## config.mk

```make
export PLATFORM = sky130hd
export DESIGN_NAME = inst_fetch_queue
export DESIGN_NICKNAME = d
export VERILOG_FILES = /design/src/rtl/fetch_pkg.sv /design/src/rtl/inst_fetch_queue.sv
export SDC_FILE = /design/constraint.sdc
export NUM_CORES = 2
export LEC_CHECK = 0
export BUFFER_PORTS_ARGS = -buffer_cell sky130_fd_sc_hd__buf_4
export CAP_MARGIN = 10
export CORE_MARGIN = 3
export CORE_UTILIZATION = 62
export CTS_CLUSTER_SIZE = 16
export DETAILED_ROUTE_END_ITERATION = 12
export PLACE_DENSITY = 0.86
export SLEW_MARGIN = 10
export SYNTH_ARGS = -nofsm -noshare
export SYNTH_HDL_FRONTEND = slang
export SYNTH_SLANG_ARGS = --single-unit
```

## constraint.sdc

```tcl
create_clock -name clk -period 33.6 [get_ports clk]
set_input_delay 5.04 -clock clk [delete_from_list [all_inputs] [get_ports clk]]
set_output_delay 5.04 -clock clk [all_outputs]
set_load 0.005 [all_outputs]
```

## src/rtl/fetch_pkg.sv

```systemverilog
// Shared types for the instruction fetch queue.
package fetch_pkg;

  typedef logic [31:0] word_t;

  typedef struct packed {
    word_t pc;
    word_t inst;
  } fetch_entry_t;

  localparam int IFQ_LANES = 2;

  // Lanes actually pushed for a given in_valid pattern; 2'b10 counts as nothing.
  function automatic logic [1:0] lane_cnt(input logic [1:0] v);
    case (v)
      2'b01:   lane_cnt = 2'd1;
      2'b11:   lane_cnt = 2'd2;
      default: lane_cnt = 2'd0;
    endcase
  endfunction

endpackage

```

## src/rtl/inst_fetch_queue.sv

```systemverilog
// Dual-issue instruction FIFO between fetch and decode.
// Pointers carry a wrap bit so count = tail - head covers empty and full.
// Optional feature macro: IFQ_BYPASS_EN (empty-queue push forwarded to out_* in the same cycle).
module inst_fetch_queue
  import fetch_pkg::*;
#(
  parameter int DEPTH = 16
) (
  input  logic                   clk,
  input  logic                   resetn,
  input  logic                   flush,
  input  logic [1:0]             in_valid,
  input  logic [31:0]            in_pc,
  input  logic [63:0]            in_inst,
  output logic                   in_ready,
  output logic [1:0]             out_valid,
  output logic [63:0]            out_pc,
  output logic [63:0]            out_inst,
  input  logic [1:0]             pop_num,
  output logic [$clog2(DEPTH):0] count
);

  localparam int IW = $clog2(DEPTH);
  localparam int PW = IW + 1;

  fetch_entry_t [DEPTH-1:0] r_mem;
  logic [PW-1:0]            r_head;
  logic [PW-1:0]            r_tail;

  fetch_entry_t [IFQ_LANES-1:0] w_in_entry;
  logic [PW-1:0] w_count;
  logic [1:0]    w_push_num;
  logic [1:0]    w_pushed;
  logic [1:0]    w_st_valid;
  logic [1:0]    w_avail;
  logic [1:0]    w_popped;
  logic [1:0]    w_wr_num;
  logic [1:0]    w_head_adv;
  logic          w_wr_shift;
  fetch_entry_t  w_wr_lane0;
  logic [IW-1:0] w_head_idx;
  logic [IW-1:0] w_head1_idx;
  logic [IW-1:0] w_tail_idx;
  logic [IW-1:0] w_tail1_idx;

  assign w_count     = r_tail - r_head;
  assign count       = w_count;
  assign in_ready    = (w_count <= PW'(DEPTH - 2));
  assign w_push_num  = lane_cnt(in_valid);
  assign w_pushed    = (in_ready && !flush) ? w_push_num : 2'd0;
  assign w_in_entry[0] = '{pc: in_pc,         inst: in_inst[31:0]};
  assign w_in_entry[1] = '{pc: in_pc + 32'd4, inst: in_inst[63:32]};
  assign w_head_idx  = r_head[IW-1:0];
  assign w_head1_idx = w_head_idx + IW'(1);
  assign w_tail_idx  = r_tail[IW-1:0];
  assign w_tail1_idx = w_tail_idx + IW'(1);
  assign w_st_valid  = {(w_count >= PW'(2)), (w_count != '0)};

`ifdef IFQ_BYPASS_EN
  logic w_byp;
  assign w_byp = (w_count == '0) && !flush;

  // Empty queue forwards the incoming lanes straight to decode.
  always_comb begin
    out_valid = w_st_valid;
    out_pc    = {r_mem[w_head1_idx].pc,   r_mem[w_head_idx].pc};
    out_inst  = {r_mem[w_head1_idx].inst, r_mem[w_head_idx].inst};
    if (w_byp) begin
      out_valid = {w_push_num == 2'd2, w_push_num != 2'd0};
      out_pc    = {w_in_entry[1].pc,   w_in_entry[0].pc};
      out_inst  = {w_in_entry[1].inst, w_in_entry[0].inst};
    end
  end

  // Bypassed lanes consumed this cycle are never stored; the rest land at tail.
  always_comb begin
    w_wr_num   = w_pushed;
    w_head_adv = w_popped;
    w_wr_shift = 1'b0;
    if (w_byp) begin
      w_wr_num   = w_pushed - w_popped;
      w_head_adv = 2'd0;
      w_wr_shift = (w_popped != 2'd0);
    end
  end
`else
  // Outputs come from storage only; no combinational in->out path.
  always_comb begin
    out_valid = w_st_valid;
    out_pc    = {r_mem[w_head1_idx].pc,   r_mem[w_head_idx].pc};
    out_inst  = {r_mem[w_head1_idx].inst, r_mem[w_head_idx].inst};
  end

  assign w_wr_num   = w_pushed;
  assign w_head_adv = w_popped;
  assign w_wr_shift = 1'b0;
`endif

  assign w_avail    = out_valid[1] ? 2'd2 : (out_valid[0] ? 2'd1 : 2'd0);
  // Over-pop is clamped to what decode can actually see.
  assign w_popped   = flush ? 2'd0 : ((pop_num > w_avail) ? w_avail : pop_num);
  assign w_wr_lane0 = w_wr_shift ? w_in_entry[1] : w_in_entry[0];

  // Pointer update: reset and flush both empty the queue.
  always_ff @(posedge clk) begin
    if (!resetn || flush) begin
      r_head <= '0;
      r_tail <= '0;
    end else begin
      r_head <= r_head + PW'(w_head_adv);
      r_tail <= r_tail + PW'(w_wr_num);
    end
  end

  // Storage write: lane 0 (or the surviving bypass lane) at tail, lane 1 at tail+1.
  always_ff @(posedge clk) begin
    if (resetn && !flush) begin
      if (w_wr_num != 2'd0) r_mem[w_tail_idx]  <= w_wr_lane0;
      if (w_wr_num == 2'd2) r_mem[w_tail1_idx] <= w_in_entry[1];
    end
  end

`ifndef SYNTHESIS
  // Flag illegal producer/consumer behaviour in simulation.
  always_ff @(posedge clk) begin
    if (resetn && !flush) begin
      assert (in_valid != 2'b10);
      assert (pop_num <= w_avail);
    end
  end
`endif

endmodule

```

Word-level counts from Yosys, hierarchy flattened
Cells that the tools add are included.

storage, ports and cells
  register bits after elaboration = 1,034
  output and inout bits = 136

operators by class
  add/subtract/negate cells = 6
  reductions and logical operators = 9
  equality and inequality tests = 3
  muxes and demuxes = 19
  $lt $le $gt $ge = 9

operators with widths
  operator                                                     count
  two-way mux 1024 bit                                         3
  bitwise mux 1024 bit                                         2
  binary-select mux 64 bit (select 4 bit)                      2
  demux 64 bit (select 4 bit)                                  2
  two-way mux 64 bit                                           4
  adder 32 x 3 -> 32 bit (second input constant)               1
  less-than comparator 4 x 5 -> 1 bit (second input constant)  4
  adder 5 x 2 -> 5 bit                                         2
  adder 4 x 1 -> 4 bit (second input constant)                 2
  >= comparator 4 x 1 -> 1 bit (second input constant)         2
  two-way mux 2 bit                                            4
  >= comparator 5 x 2 -> 1 bit (second input constant)         1
  <= comparator 5 x 4 -> 1 bit (second input constant)         1
  nonzero test 5 bit                                           1
  subtractor 5 bit                                             1
  equality test 2 bit (second input constant)                  2
  logical AND 1 bit                                            4
  one-hot mux 2 bit (2 select lines)                           1
  equality test 2 x 1 -> 1 bit (second input constant)         1
  greater-than comparator 2 bit                                1
  logical NOT 1 bit                                            2
  nonzero test 2 bit                                           1
  logical OR 1 bit                                             1
  two-way mux 1 bit                                            1

Depth between registers and ports, before layout
  depth in word-level cells = 9
  gate-level depth with buffers = 25
  mapped depth without buffers = 22

Worst setup path before layout
OpenSTA, ideal clock, no wires.

  kind = input port to flip-flop
  from = in flush
  to = reg r_head[0]
  arrival = 26.274 ns
  setup slack = 7.155 ns
  cell stages on the path = 4
  buffers on the path = 1
  data required time = 33.429 ns
  cell sequence = nand2b_1 clkbuf_1 inv_1 and2_1

between the ends
  cells in the longest elaborated chain, start to end = 2
  elaborated cells on any way between the ends = 3
  those cells by class = add/sub: 1; mux: 1; reduce/logical: 1

RTL lines
  element               line                     RTL
  from (decl)           inst_fetch_queue.sv:11   input logic flush,
  two-way mux 2 bit     inst_fetch_queue.sv:101  assign w_popped = flush ? 2'd0 : ((pop_num > w_avail) ? w_avail : pop_num);
  adder 5 x 2 -> 5 bit  inst_fetch_queue.sv:110  r_head <= r_head + PW'(w_head_adv);
  to (signal assigned)  inst_fetch_queue.sv:110
  to (decl)             inst_fetch_queue.sv:27   logic [PW-1:0] r_head;

Several ways; a longest one is shown, not always the timed one.
A chain may end at the register's enable or synchronous reset.

Worst setup path after layout
  from = reg r_head[1]
  to = out out_pc[61]

between the ends
  cells in the longest elaborated chain, start to end = 3

RTL lines
  element                                  line                    RTL
  adder 4 x 1 -> 4 bit                     inst_fetch_queue.sv:54  assign w_head1_idx = w_head_idx + IW'(1);
  binary-select mux 64 bit (select 4 bit)  inst_fetch_queue.sv:90  out_pc = {r_mem[w_head1_idx].pc, r_mem[w_head_idx].pc};
  two-way mux 64 bit                       -
  to (decl)                                inst_fetch_queue.sv:17  output logic [63:0] out_pc,

Every way passes these cells. The select of a mux whose other input is x is not followed.

==> impl_metrics.env <==
export IMPL_worst_pin_slew_ns=1.326
export IMPL_combPwrFrac_pct=14.5
export IMPL_synth_top_area_share_pct=44.09
export IMPL_die_h_um=341.4
export IMPL_critical_path_class="flip-flop to primary output"
export IMPL_slew_violations=0
export IMPL_cts_buffers=110
export IMPL_topRoutingLayerUsed="met5"
export IMPL_power_density_nw_per_um2=42.44
export IMPL_htreeDepth=3
export IMPL_placed_cell_area_um2=71190
export IMPL_clk_latency_ns=0.70
export IMPL_hp_class="flip-flop to flip-flop"
export IMPL_async_flop_share_pct=0
export IMPL_grt_usage_pct=37.18
export IMPL_switching_share_pct=25.50
export IMPL_power_total_mw=3.169
export IMPL_num_vias=53370
export IMPL_worst_path_buf_inv=2
export IMPL_avgSynthCellArea_um2=12.32
export IMPL_chipWidth_um=341.4
export IMPL_hold_viol=0
export IMPL_grt_antenna_before_repair=26
export IMPL_multi_input_area_um2=35780
export IMPL_p_int_mw=2.361
export IMPL_hold_buffers=0
export IMPL_synth_ff_type="edfxtp_1"
export IMPL_drtIter0Drc=10340
export IMPL_drive_gt1_share_pct=21.58
export IMPL_port_buffers=238
export IMPL_met2_length_um=98110
export IMPL_grt_pass1_vias=51880
export IMPL_viasPerCell=7.597
export IMPL_setup_viol=0
export IMPL_critPathCaptureType="primary output"
export IMPL_slew_headroom_pct=11.59
export IMPL_synth_top_cell_by_area="edfxtp_1"
export IMPL_fillers=7713
export IMPL_cap_violations=0
export IMPL_grt_max_degree=196
export IMPL_post_route_period_util_pct=29.70
export IMPL_critPathMaxFanout=73
export IMPL_synth_commonest_cells="edfxtp_1, mux2i_1, mux4_2, nand2_1, o21ai_1"
export IMPL_startpoint_type="flip-flop"
export IMPL_irDropWorstVdd_uv=47.56
export IMPL_finalWirelength_um=220800
export IMPL_drtPass1Iterations=7
export IMPL_grt_pass1_wl_um=328000
export IMPL_max_freq_mhz=100.2
export IMPL_status="finished clean"
export IMPL_path_cells="ha_4 -> buf_4 -> mux4_2 -> mux4_2 -> buf_4"
export IMPL_synth_nets=5780
export IMPL_drt_met1_wl_um=70650
export IMPL_drtAntennaViolNets=0
export IMPL_die_area_um2=116500
export IMPL_path_clk_slew_ns=0.06
export IMPL_dpl_hpwl_um=118600
export IMPL_synth_area_leaders="edfxtp_1, mux4_2, mux2i_1, nand2_1, o21ai_1"
export IMPL_fin_area_um2=74660
export IMPL_overflow=0
export IMPL_crit_family="buffers and inverters"
export IMPL_grt_setup_unrepaired="no"
export IMPL_cellLeakagePower_nw=25.51
export IMPL_ys_types=69
export IMPL_worst_endpoint_required_ns=28.56
export IMPL_p_switching_uw=807.9
export IMPL_initial_utilization_pct=62.76
export IMPL_fp_row_count=122
export IMPL_p_clk_share_pct=37.5
export IMPL_fin_nets=5552
export IMPL_wl_per_cell_um=31.42
export IMPL_core_area_um2=111100
export IMPL_cp_arrival_ns=4.94
export IMPL_synth_edf_count=1024
export IMPL_cts_root_buf="clkbuf_16"
export IMPL_drc=0
export IMPL_skew_ns=0.02649
export IMPL_syn_area_um2=69740
export IMPL_setup_tns_ns=0
export IMPL_cts_resized=0
export IMPL_place_gp_congestion=0.8887
export IMPL_synthMostInstantiatedCell="edfxtp_1"
export IMPL_period_needed_ns=9.979
export IMPL_slowest_delay_ns=1.04
export IMPL_p_seq_share_pct=48.0
export IMPL_ioPinCount=239
export IMPL_tritoncts="done"
export IMPL_ys_seq_area_share_pct=44.38
export IMPL_postCtsSetupRepairBufs=0
export IMPL_route_met3_wl_um=36140
export IMPL_slowest_stage="dfxtp_4"
export IMPL_cts_path_max_buffers=3
export IMPL_synth_cells=5661
export IMPL_area_growth_syn_to_layout_pct=7.054
export IMPL_ff_latch_area_um2=30960
export IMPL_synth_seq_cells=1034
export IMPL_cts_sinks=1034
export IMPL_yosysWarnings=0
[power groups by stage]
stage | sequential (mW) | combinational (mW) | clock [mW]
detailed placement | 1.54 | 0.449 | 0
finish | 1.52 | 0.458 | 1.19
CTS | 1.52 | 0.451 | 1.18
global route | 1.53 | 0.482 | 1.23
global placement | 1.54 | 0.436 | 0
floorplan | 1.58 | 0.317 | 0
[worst min-delay path: cells and delay by family (launching register included)]
kind,cells,cell delay [ns]
flops,1,0.39
xor+xnor,1,0.09
simple gates,1,0.07
[routing by layer]
layer,vias to the layer above,global-route usage [%]
li1,21360,-
met1,25760,48.38
met2,5178,55.04
met3,1051,11.44
met4,18,22.86
met5,-,0
[sequential cells by signal (all words and copies together), names as in the netlist]
name	flops
r_head	5
r_mem	1024
r_tail	5
[cell families (layout without fill, tap and decap cells)]
group / Yosys count / count (layout) / synth area share, %
other: 0 / 17 / 0
buffers and inverters: 693 / 552 / 4.756
flip-flops: 1034 / 1034 / 44.38
multiplexers: 1617 / 1617 / 34.75
XOR/XNOR: 38 / 38 / 0.4988
AO/OA/AOI/OAI: 1066 / 1066 / 8.036
AND/OR/NAND/NOR: 1197 / 1197 / 7.263
adder cells (fa/ha/maj): 16 / 16 / 0.3194
[placed cells by master (no fill, tap or decap), drive strengths merged, types with 24 or more instances in the layout]
cell	netlist	final
nor2	401	401
buf	307	330
o21ai	603	603
inv	22	24
edfxtp	1024	1024
mux2i	945	945
nor3	33	33
clkbuf	363	150
nor4	25	25
mux4	640	640
nand3	35	35
nand2	624	624
a21oi	392	392
clkinv	1	41
mux2	32	32
[stage by stage]
step                utilization (%)  setup slack (ns)  std cells  hold slack (ns)
CTS                           67.10             23.70       7008           0.5769
detailed placement            64.07             24.16       6809           0.5561
global placement              64.07             24.23       6809           0.5665
global route                  67.17             23.46       7020           0.6284
floorplan                         -             7.155       5661           0.5324
finish                        67.18             23.62       7025           0.5811
[area by class of cell]
class                   instances  share of cell area, %
clock buffers                 150                  4.014
diodes                         17                0.05698
well taps                    1488                  2.494
clock inverters                49                 0.5044
flip-flops and latches       1034                  41.47
inverters                      23                 0.1357
repair buffers                330                  3.407
multi-input cells            3934                  47.92
[final timing paths]
kind	cells after the start	endpoint	start	slack [ns]
max	5	out_pc[61]	r_head[1]	23.62
min reg2reg	2	r_tail[4]	r_tail[4]	0.58
max reg2reg	18	r_head[4]	r_head[1]	27.38
min	2	r_tail[4]	r_tail[4]	0.58
Note: power is estimated with default switching activity, not from simulation.
